<file path="src/rtl/int_mem_stack_ctrl_pkg.sv">
// rtl/int_mem_stack_ctrl_pkg.sv - shared encodings and sizes for the internal-memory stack controller
package int_mem_stack_ctrl_pkg;

    localparam int INT_MEM_DEPTH = 8;
    localparam int INT_MEM_W     = 4;
    localparam int ADR_W         = 4;

    typedef enum logic [1:0] {
        CMD_NOP  = 2'b00,
        CMD_PUSH = 2'b01,
        CMD_POP  = 2'b10,
        CMD_PEEK = 2'b11
    } cmd_e;

    typedef enum logic [1:0] {
        S_IDLE  = 2'b00,
        S_WRITE = 2'b01,
        S_READ  = 2'b10
    } state_e;

endpackage

</file>
<file path="src/rtl/int_stack_ptr.sv">
// rtl/int_stack_ptr.sv - up/down stack pointer with registered full/empty flags
module int_stack_ptr #(
    parameter int DEPTH = 8,
    parameter int SP_W  = 4
) (
    input  logic            clk,
    input  logic            rst_n,
    input  logic            clr,
    input  logic            inc,
    input  logic            dec,
    output logic [SP_W-1:0] sp,
    output logic [SP_W-1:0] sp_m1,
    output logic            full,
    output logic            empty
);

    logic [SP_W-1:0] sp_next;

    // clear outranks inc/dec so a flush during WRITE/READ still ends at zero
    always_comb begin
        sp_next = sp;
        if (clr)
            sp_next = '0;
        else if (inc)
            sp_next = sp + SP_W'(1);
        else if (dec)
            sp_next = sp - SP_W'(1);
    end

    always_ff @(posedge clk) begin
        if (!rst_n) begin
            sp    <= '0;
            full  <= 1'b0;
            empty <= 1'b1;
        end else begin
            sp    <= sp_next;
            full  <= (sp_next == SP_W'(DEPTH));
            empty <= (sp_next == '0);
        end
    end

    assign sp_m1 = sp - SP_W'(1);

endmodule

</file>
<file path="src/rtl/int_mem_stack_ctrl.sv">
// rtl/int_mem_stack_ctrl.sv - PUSH/POP/PEEK stack controller driving the 8x4 internal memory
module int_mem_stack_ctrl
    import int_mem_stack_ctrl_pkg::*;
#(
    parameter int DEPTH = INT_MEM_DEPTH,
    parameter int W     = INT_MEM_W
) (
    input  logic             clk,
    input  logic             rst_n,
    input  logic             cmd_valid,
    input  logic [1:0]       cmd,
    input  logic [W-1:0]     din,
    input  logic             flush,
    output logic             busy,
    output logic [W-1:0]     dout,
    output logic             dout_valid,
    output logic             full,
    output logic             empty,
    output logic             err,
    output logic [ADR_W-1:0] mem_adr,
    output logic [W-1:0]     mem_di,
    output logic             mem_en,
    output logic             mem_wr,
    input  logic [W-1:0]     mem_do
);

    localparam int SP_W = $clog2(DEPTH + 1);

    state_e          state, state_next;
    logic [SP_W-1:0] sp, sp_m1;
    logic            sp_inc, sp_dec;
    logic            pop_q, pop_next;
    logic [ADR_W-1:0] adr_next;
    logic [W-1:0]    di_next, dout_next;
    logic            en_next, wr_next, dv_next, err_next;

    int_stack_ptr #(.DEPTH(DEPTH), .SP_W(SP_W)) u_sp (
        .clk   (clk),
        .rst_n (rst_n),
        .clr   (flush),
        .inc   (sp_inc),
        .dec   (sp_dec),
        .sp    (sp),
        .sp_m1 (sp_m1),
        .full  (full),
        .empty (empty)
    );

    always_ff @(posedge clk) begin
        if (!rst_n)
            state <= S_IDLE;
        else
            state <= state_next;
    end

    always_comb begin
        state_next = state;
        adr_next   = mem_adr;
        di_next    = mem_di;
        en_next    = 1'b0;
        wr_next    = 1'b0;
        dout_next  = dout;
        dv_next    = 1'b0;
        err_next   = 1'b0;
        pop_next   = pop_q;
        sp_inc     = 1'b0;
        sp_dec     = 1'b0;
        case (state)
            S_IDLE: begin
                if (!flush && cmd_valid) begin
                    case (cmd)
                        CMD_PUSH: begin
                            if (!full) begin
                                state_next = S_WRITE;
                                adr_next   = ADR_W'(sp);
                                di_next    = din;
                                en_next    = 1'b1;
                                wr_next    = 1'b1;
                            end else begin
                                err_next = 1'b1;
                            end
                        end
                        CMD_POP, CMD_PEEK: begin
                            if (!empty) begin
                                state_next = S_READ;
                                adr_next   = ADR_W'(sp_m1);
                                en_next    = 1'b1;
                                pop_next   = (cmd == CMD_POP);
                            end else begin
                                err_next = 1'b1;
                            end
                        end
                        default: ;
                    endcase
                end
            end
            S_WRITE: begin
                state_next = S_IDLE;
                sp_inc     = 1'b1;
            end
            S_READ: begin
                state_next = S_IDLE;
                dout_next  = mem_do;
                dv_next    = 1'b1;
                sp_dec     = pop_q;
            end
            default: state_next = S_IDLE;
        endcase
    end

    // memory strobes come straight from flops so the gated write clock stays clean
    always_ff @(posedge clk) begin
        if (!rst_n) begin
            mem_adr    <= '0;
            mem_di     <= '0;
            mem_en     <= 1'b0;
            mem_wr     <= 1'b0;
            dout       <= '0;
            dout_valid <= 1'b0;
            err        <= 1'b0;
            pop_q      <= 1'b0;
        end else begin
            mem_adr    <= adr_next;
            mem_di     <= di_next;
            mem_en     <= en_next;
            mem_wr     <= wr_next;
            dout       <= dout_next;
            dout_valid <= dv_next;
            err        <= err_next;
            pop_q      <= pop_next;
        end
    end

    assign busy = (state != S_IDLE);

endmodule

</file>
<file path="config.mk">
export PLATFORM = sky130hd
export DESIGN_NAME = int_mem_stack_ctrl
export DESIGN_NICKNAME = d
export VERILOG_FILES = /design/src/rtl/int_mem_stack_ctrl_pkg.sv /design/src/rtl/int_stack_ptr.sv /design/src/rtl/int_mem_stack_ctrl.sv
export SDC_FILE = /design/constraint.sdc
export NUM_CORES = 1
export LEC_CHECK = 0
export CAP_MARGIN = 40
export CORE_AREA = 3 3 61 57
export CTS_CLUSTER_DIAMETER = 60
export DETAILED_ROUTE_END_ITERATION = 8
export DIE_AREA = 0 0 64 60
export PLACE_DENSITY = 0.77
export SYNTH_ARGS = -nofsm -noshare
export SYNTH_HDL_FRONTEND = slang
export SYNTH_SLANG_ARGS = --single-unit
</file>
<file path="constraint.sdc">
create_clock -name clk -period 2.2 [get_ports clk]
set_input_delay 0.33 -clock clk [delete_from_list [all_inputs] [get_ports clk]]
set_output_delay 0.33 -clock clk [all_outputs]
set_load 0.05 [all_outputs]
</file>
==> key figures, run 1 <==
Run status
  • Status: finished clean

Clocking
  • # resized after CTS: 0
  • Clock Latency Late Sink: 310 ps
  • CTS Buf Count: 3
  • TritonCTS clock tree: built
  • Clock-pin slew on the worst setup and hold paths: 130 ps
  • H-Tree Depth: 1
  • Setup bufs post-CTS: 0
  • Root Buffer: clkbuf_4
  • CTS sink cnt: 25
  • Hold Buf Count CTS: 0
  • Maximum clock path buffer count: 2

STA
  • Final Worst Setup Slack: about 110 ps
  • Finish-stage setup viols: 0
  • Normalized max-slew margin: 0.628
  • Clock skew: 10.4 ps
  • Fin crit share: 0.949
  • Setup TNS: 0 ps
  • RSZ-0062 raised after global routing: no
  • Final Hold Viols: 0
  • F_max: roughly 480 MHz
  • Worst slew pin tran: approximately 550 ps
  • Crit path time final: 2090 ps
  • Final Max Slew Viols: 0

Power and ir drop
  • Power Density: between 500 and 600 nW/um2
  • Peak VDD IR: approximately 0.00047 V
  • Leakage: ~0.64 nW
  • Pwr Total: 0.775 mW

Synth
  • Post-synth net total: roughly 140
  • Top cells by area, synth: dfxtp_1 (44%), mux2i_1 (8.0%), nor2_1 (4.7%), a21oi_1 (3.5%), nand2_1 (3.3%)
  • Synth Register Bits: 25
  • Area of the mapped netlist: roughly 1100 um2
  • Mean post-synth cell area: ~9 um2
  • Yosys top cell area share: 0.443
  • Yosys top cell by area: dfxtp_1
  • Synth cell types: 36
  • Synth Instances: around 130
  • Ys Warns: 0
  • Seq/Total Area, Yosys: 0.443

Worst setup path
  • Critical path type: reg -> out
  • CP startpoint kind: flip-flop
  • Crit. End Element: primary output
  • CP max stage cell: clkdlybuf4s50_1
  • CP bufs+invs: 1
  • CP Max Fanout: 9
  • Worst path arrival time: approximately 1800 ps
  • CP cell instances: or2_2, clkdlybuf4s50_1
  • Worst path required time: between 1500 and 2000 ps
  • Family with the most delay on the worst path: buffers and inverters
  • Slowest stage delay, CP: ~800 ps

Floorplanning
  • FP Rows: 18
  • Initial core utilization: 0.401
  • I/O Pins: 33
  • CORE AREA: 2820 um2
  • Die X: between 60 and 70 um
  • Die area: 3840 um2
  • Die H: 60 um

GRT
  • Largest net degree at the start of global routing: 17
  • First-pass GRT wire length: 4530 um
  • Initial antenna violation count: 0
  • Vias in the first global route: just under 1000
  • Global Route Usage Sum: 0.147
  • Total gr overflow: 0

Cells and area
  • Final core utilization: 0.546
  • Total Nets Final: between 150 and 200
  • Diodes inserted: 0
  • Area growth from synthesis to layout: 36.1%
  • Layout cells sized above 1: 0.0875

Drt
  • WL per Instance: between 10 and 15 um
  • Drt pass-1 iters: 4
  • DRC viols: 0
  • Routed Antenna Nets: 0
  • DRT iter0 DRCs: between 80 and 90
  • Via count: just over 1000
  • Drt total wl: 2630 um
  • Via/cell ratio: 5.11

Placement
  • # port buffers: 32
  • DPL Wire Length: between 2000 and 2500 um
  • RD Place Congestion: roughly 0.84
  • Pre-CTS setup slack: between 200 and 300 ps

Run
  • Max cap viols: 0

Hold path
  • Worst Hold Class: reg -> reg
## placed cells by master (no fill, tap or decap), types with 3 or more instances in the layout
cell,count
dfxtp_1,25
nor2_1,14
nand3_1,6
buf_4,6
a21oi_1,8
xor2_1,3
and3_1,3
nand2_1,10
nor3_1,6
clkbuf_4,3
mux2i_1,9
inv_1,4
clkdlybuf4s50_1,32
## layer usage
layer  vias up  global-route usage  part of all wire
li1        507                   -                 -
met1       479               0.192              0.44
met2        33               0.252              0.49
met3         2              0.0395             0.063
met4         0              0.0185            0.0034
met5         -                   0                 0
## synthesized netlist by cell type, drive strengths merged
| cell | instances |
|---|---|
| or3 | 1 |
| mux2i | 9 |
| nor2 | 14 |
| o21a | 1 |
| o22ai | 1 |
| nor2b | 2 |
| nand2b | 1 |
| a21o | 2 |
| a311oi | 2 |
| inv | 4 |
| xnor2 | 1 |
| and2 | 1 |
| o32ai | 1 |
| ha | 2 |
| a221oi | 1 |
| a2111oi | 1 |
| or4 | 1 |
| nor4b | 2 |
| nand2 | 10 |
| nand3 | 6 |
| a21oi | 8 |
| o21ai | 1 |
| and3b | 2 |
| and3 | 3 |
| o31ai | 1 |
| nor3 | 6 |
| a21boi | 1 |
| nor3b | 1 |
| or2 | 1 |
| dfxtp | 25 |
| clkbuf | 5 |
| xor2 | 3 |
| buf | 2 |
| nand3b | 2 |
| nand4b | 1 |
## power breakdown
part,internal (mW),switching (mW),total [mW]
registers,0.460,0.00497,0.465
clock network,0.0679,0.127,0.195
logic,0.0530,0.0623,0.115
total,0.581,0.194,0.775
## worst min-delay path, delay by kind of cell (launching register included)
family           cells  cell delay (ps)
AO/OA/AOI/OAI        1               50
flip-flops           1              330
AND/OR/NAND/NOR      1               50
## through the flow
stage	instance area, um2	instances	hold WS, ps
final	1540	200	470
after CTS	1540	200	472
after floorplan	1130	125	440
after global placement	1510	196	444
after global routing	1540	200	513
after detailed placement	1510	196	453
## worst paths after layout
path | start | endpoint | slack [ps] | cells after the start
max | state[0] | busy | 110 | 2
min | mem_di[2] | mem_di[2] | 470 | 2
max reg2reg | u_sp.sp[1] | u_sp.full | 320 | 4
min reg2reg | mem_di[2] | mem_di[2] | 470 | 2
## kinds of logic (layout without fill, tap and decap cells)
| family | count (synthesis) | in the layout | share of synthesized area |
|---|---|---|---|
| simple gates | 54 | 54 | 0.257 |
| flops | 25 | 25 | 0.443 |
| compound gates | 20 | 20 | 0.123 |
| buf+inv | 11 | 46 | 0.0443 |
| mux | 9 | 9 | 0.0797 |
| xor+xnor | 4 | 4 | 0.0310 |
| fa+ha+maj | 2 | 2 | 0.0221 |
## registers in the layout (all words and copies together) (netlist names)
signal / flops
dout: 4
mem_adr: 4
mem_di: 4
u_sp.sp: 4
state: 2
dout_valid: 1
err: 1
mem_en: 1
mem_wr: 1
pop_q: 1
u_sp.empty: 1
u_sp.full: 1
## area by class of cell
class                   instances  area, um2
fillers                       258       1280
multi-input cells              89        579
flip-flops and latches         25        500
repair buffers                 38        365
well taps                      40       50.0
clock buffers                   3       22.5
inverters                       4       15.0
clock inverters                 1       5.00
(Power assumes the default switching activity.)
==> inputs of run 2 (changes only) <==
ABC_AREA = 1   (was unset)
CORE_AREA = 2 2 60 56   (was 3 3 61 57)
DIE_AREA = 0 0 62 58   (was 0 0 64 60)
==> run 2 against run 1 <==
Combinational power grew 20%. Critical path type unchanged. First-iteration DRC count shrank 71%. Clock power grew 6%. Setup slack gained 8.0 ps. Largest cell class unchanged. Wire length shrank 5.8%. Largest power group unchanged. Hold slack gained 4.0 ps.
==> key figures, run 2 <==
Placement
  • DPL Wire Length: between 1500 and 2000 um
  • Placed cell count: approximately 230
  • RD Place Congestion: between 0.9 and 1
  • # port buffers: 32
  • Pre-CTS setup slack: roughly 400 ps

Synth
  • Ys Warns: 0
  • Synth Register Bits: 25
  • Mean post-synth cell area: about 7 um2
  • Ys async rst share: 0
  • Most common cell in the netlist: nor2_1
  • Synth Instances: 160
  • Synth cell types: 24
  • Yosys top cell by area: dfxtp_1
  • Number of synthesized flops with an enable pin: 0
  • Yosys top cell area share: 0.440
  • Seq/Total Area, Yosys: 0.440
  • Post-synth top flop: dfxtp_1
  • Area of the mapped netlist: ~1100 um2
  • Commonest cells in the netlist: nor2_1 (35), nand2_1 (26), dfxtp_1 (25)
  • Top cells by area, synth: dfxtp_1 (44%), nor2_1 (12%), nand2_1 (8.6%), inv_1 (5.9%), o21ai_0 (5.3%)
  • Post-synth net total: 176

Clocking
  • TritonCTS clock tree: built
  • Root Buffer: clkbuf_4
  • Maximum clock path buffer count: 2
  • CTS sink cnt: 25
  • H-Tree Depth: 1
  • Clock-pin slew on the worst setup and hold paths: around 140 ps
  • Clock Latency Late Sink: ~320 ps
  • CTS Buf Count: 3
  • Setup bufs post-CTS: 0
  • # resized after CTS: 0
  • Hold Buf Count CTS: 0

STA
  • Clock skew: about 12 ps
  • Final Worst Setup Slack: roughly 120 ps
  • Fin crit share: 0.946
  • F_max: 481 MHz
  • Finish-stage setup viols: 0
  • Worst slew pin tran: slightly above 500 ps
  • Final Max Slew Viols: 0
  • Setup TNS: 0 ps
  • Crit path time final: 2080 ps
  • Final Hold Viols: 0
  • RSZ-0062 raised after global routing: no
  • Normalized max-slew margin: 0.663

Drt
  • Via/cell ratio: between 4 and 5
  • DRC viols: 0
  • WL per Instance: roughly 10 um
  • DRT iter0 DRCs: 26
  • Drt total wl: around 2500 um
  • Drt pass-1 iters: 4
  • Routed Antenna Nets: 0
  • Via count: 1102

Worst setup path
  • Worst path arrival time: roughly 1800 ps
  • Critical path type: reg -> out
  • Crit. End Element: primary output
  • CP startpoint kind: flip-flop
  • CP Max Fanout: 4
  • Worst path required time: between 1500 and 2000 ps

Power and ir drop
  • Leakage: about 0.65 nW
  • Peak VDD IR: about 0.0005 V
  • Reg power frac: 0.576
  • Switch Pwr: about 0.23 mW
  • Comb pwr share: 0.170
  • Sw Ratio: 0.278
  • Clk pwr share: 0.254
  • Power Density: roughly 530 nW/um2
  • P_int: approximately 0.59 mW

Run status
  • Status: finished clean

GRT
  • Vias in the first global route: 927
  • Largest net degree at the start of global routing: 16
  • First-pass GRT wire length: ~4200 um
  • Initial antenna violation count: 0
  • Global Route Usage Sum: 0.152
  • Total gr overflow: 0

Cells and area
  • Total Nets Final: approximately 210
  • Final core utilization: 0.516
  • Commonest non-fill, non-tap cells in the layout: nor2_1 (35), clkdlybuf4s50_1 (32), nand2_1 (26), dfxtp_1 (25), inv_1 (18)
  • Diodes inserted: 0
  • Most common cell after layout, fill and taps aside: nor2_1
  • Fin cells: approximately 240
  • Area growth from synthesis to layout: 34.6%
  • Layout cells sized above 1: 0.0821

Floorplanning
  • Die area: between 3000 and 4000 um2
  • CORE AREA: between 2000 and 3000 um2
  • Die X: between 60 and 70 um
  • Die H: around 58 um
  • Initial core utilization: 0.383
  • FP Rows: 19
  • I/O Pins: 33

Run
  • Max cap viols: 0

Hold path
  • Worst Hold Class: reg -> reg
run 2: path summary, 6_finish.rpt:
check                                start         end  slack (ps)  cells past startpoint
worst max-delay path              state[0]        busy         120                      3
worst min-delay path            mem_adr[1]  mem_adr[1]         470                      2
worst max register to register  u_sp.sp[0]   u_sp.full         610                      8
worst min register to register  mem_adr[1]  mem_adr[1]         470                      2
run 2: layer usage:
layer / vias up / global-route usage / share of wire
li1: 583 / - / -
met1: 482 / 0.225 / 0.50
met4: 0 / 0.00912 / 0
met2: 37 / 0.222 / 0.42
met3: 0 / 0.0536 / 0.078
met5: - / 0 / 0
run 2: power groups by stage:
stage | registers [mW] | logic, mW | clock network, mW
floorplan | 0.513 | 0.0521 | 0
global placement | 0.480 | 0.137 | 0
detailed placement | 0.480 | 0.138 | 0
CTS | 0.471 | 0.138 | 0.217
global route | 0.472 | 0.152 | 0.238
finish | 0.470 | 0.138 | 0.207
run 2: area by class of cell:
class / count / area [um2]
Inverter: 22 / 82.6
Multi-Input combinational cell: 111 / 539
Clock buffer: 3 / 22.5
Sequential cell: 25 / 500
Fill cell: 323 / 1440
Timing Repair Buffer: 33 / 328
Clock inverter: 1 / 7.51
Tap cell: 42 / 52.6
run 2: critical path: stages, from the launching register on:
cell and delay [ps]:
dfxtp_1 420, inv_2 80, nand2_1 120, clkdlybuf4s50_1 820
run 2: cell families (layout without fill, tap and decap cells):
group	count (synthesis)	count (layout)	share of synthesized area
AO/OA/AOI/OAI	22	22	0.110
XOR/XNOR	2	2	0.0154
adder cells (fa/ha/maj)	2	2	0.0220
buffers and inverters	24	59	0.0868
flip-flops	25	25	0.440
AND/OR/NAND/NOR	85	85	0.326
run 2: per-stage QoR:
stage | hold WS (ps) | power, mW | area [um2]
finish | 474 | 0.816 | 1530
global placement | 451 | 0.617 | 1500
floorplan | 449 | 0.565 | 1140
detailed placement | 455 | 0.618 | 1500
global route | 496 | 0.862 | 1530
CTS | 475 | 0.826 | 1530
==> inputs of run 3 (changes only) <==
CORE_AREA = 8 8 63 65   (was 2 2 60 56)
DIE_AREA = 0 0 71 73   (was 0 0 62 58)
==> run 3 against run 2 <==
Clock power barely moved. Fmax up 7.2%. Register-to-register slack is essentially flat. Highest routed layer is now met4. Flip-flop and latch count stayed put. Largest cell class unchanged.
==> key figures, run 3 (same netlist as run 2, synthesis figures left out) <==
Placement
  • # port buffers: 32
  • DPL Wire Length: between 2000 and 2500 um
  • RD Place Congestion: ~0.8
  • Placed cell count: between 200 and 250
  • DP Area: roughly 1500 um2

Cells and area
  • Area growth from synthesis to layout: 33.6%
  • Area of the multi-input gates: around 540 um2
  • Final core utilization: 0.515
  • Commonest non-fill, non-tap cells in the layout: nor2_1 (35), clkdlybuf4s50_1 (31), nand2_1 (26), dfxtp_1 (25), inv_1 (18)
  • Final instance area: between 1500 and 2000 um2
  • Most common cell after layout, fill and taps aside: nor2_1
  • Layout cells sized above 1: 0.0821
  • Fin cells: around 230
  • FF/Latch Area: approximately 500 um2
  • Diodes inserted: 0
  • Fillers: a little over 300
  • Total Nets Final: between 200 and 250

GRT
  • Vias in the first global route: about 1000
  • Total gr overflow: 0
  • Largest net degree at the start of global routing: 15
  • Initial antenna violation count: 0
  • Global Route Usage Sum: 0.108
  • First-pass GRT wire length: around 4500 um

STA
  • Worst slew pin tran: 515 ps
  • Fin crit share: 0.882
  • F_max: slightly above 500 MHz
  • RSZ-0062 raised after global routing: no
  • Finish-stage setup viols: 0
  • Normalized max-slew margin: 0.656
  • Setup TNS: 0 ps
  • Final Max Slew Viols: 0
  • Crit path time final: 1940 ps
  • Clock skew: ~9 ps
  • Final Hold Viols: 0

Worst setup path
  • Critical path type: reg -> out
  • Reg-to-reg endpoint: u_sp.full
  • CP cell instances: clkdlybuf4s50_1
  • CP bufs+invs: 1
  • Worst path required time: ~1900 ps
  • R2R Setup Slk: about 620 ps
  • Worst path arrival time: approximately 1600 ps
  • R2R Path Start: u_sp.sp[0]
  • CP max stage cell: clkdlybuf4s50_1
  • Family with the most delay on the worst path: buffers and inverters
  • CP startpoint kind: flip-flop
  • Crit. End Element: primary output
  • CP Max Fanout: 5
  • Slowest stage delay, CP: 850 ps
  • R2R cell count: 8

Drt
  • DRC viols: 0
  • Routed Antenna Nets: 0
  • Drt pass-1 iters: 4
  • DRT iter0 DRCs: 45
  • Via/cell ratio: between 4 and 5
  • Drt total wl: ~2700 um
  • WL per Instance: ~12 um
  • Via count: between 1000 and 1500

Clocking
  • Root Buffer: clkbuf_4
  • Clock-pin slew on the worst setup and hold paths: approximately 130 ps
  • CTS Buf Count: 3
  • H-Tree Depth: 1
  • Clock Latency Late Sink: 330 ps
  • TritonCTS clock tree: built
  • CTS sink cnt: 25
  • Maximum clock path buffer count: 2

Floorplanning
  • I/O Pins: 33
  • Die area: around 5200 um2
  • Die H: between 70 and 80 um
  • FP Rows: 20
  • CORE AREA: 2950 um2
  • Initial core utilization: 0.386
  • Die X: 71 um

Run status
  • Status: finished clean

Hold path
  • Hold Path Depth: 2
  • Worst Hold Class: reg -> reg
  • Hold Startpoint: mem_adr[1]
  • Hold EP: mem_adr[1]

Power and ir drop
  • Leakage: ~0.67 nW
  • Power Density: approximately 530 nW/um2
  • Peak VDD IR: ~0.0003 V

Run
  • Max cap viols: 0
run 3: cell count changes in the layout (fill, tap and decap cells not counted):
| cell | delta |
|---|---|
| clkinvlp_4 | -1 |
| clkinv_2 | +1 |
| clkdlybuf4s50_1 | -1 |
| dlymetal6s2s_1 | +1 |
run 3: area by class of cell:
| type | count | area share |
|---|---|---|
| Multi-Input combinational cell | 111 | 0.354 |
| Sequential cell | 25 | 0.329 |
| Timing Repair Buffer | 33 | 0.217 |
| Inverter | 22 | 0.0543 |
| Tap cell | 33 | 0.0271 |
| Clock buffer | 3 | 0.0148 |
| Clock inverter | 1 | 0.00329 |
run 3: report_power, final:
part           switching (mW)  total (mW)  leakage [nW]  internal [mW]
combinational          0.0829       0.138         0.451         0.0555
clock                   0.136       0.204        0.0177         0.0682
sequential            0.00644       0.470         0.202          0.464
total                   0.225       0.812         0.671          0.587
run 3: per-layer routing:
layer,wire length (um),track usage,vias up,share of wire
li1,-,-,577,-
met1,1280,0.131,465,0.48
met4,29,0.0485,0,0.011
met3,238,0.0453,3,0.090
met2,1110,0.163,41,0.42
met5,0,0,-,0
run 3: metrics by stage:
step                setup WS [ps]  hold slack (ps)  power, mW
finish                        260              479      0.812
floorplan                     816              449      0.565
CTS                          78.7              481      0.822
global placement              406              449      0.618
detailed placement            382              461      0.619
global route                  191              509      0.862
run 3: worst register-to-register path: stages, from the launching register on:
cell and delay, ps:
dfxtp_1 430, inv_1 130, ha_1 340, nand3b_1 170
nand3_1 120, nor2_1 50, nor2_1 130, nand2_1 60
nor2_1 90
run 3: worst max path at each step:
stage	startpoint	cells past startpoint	to	slack (ps)
2_1_floorplan	state[1]	7	mem_di[0]	820
3_3_place_gp	cmd[1]	8	mem_di[1]	410
3_5_place_dp	cmd[1]	6	mem_adr[3]	380
4_1_cts	state[1]	3	busy	80
5_1_grt	u_sp.full	1	full	190
6_report	u_sp.full	1	full	260
run 3: timing repair:
item / CTS / global route
buffers inserted: 0 / 0
hold buffers: 0 / 0
gates resized for setup: 0 / 1
setup endpoints to repair: 0 / 1
hold endpoints to repair: 0 / 0
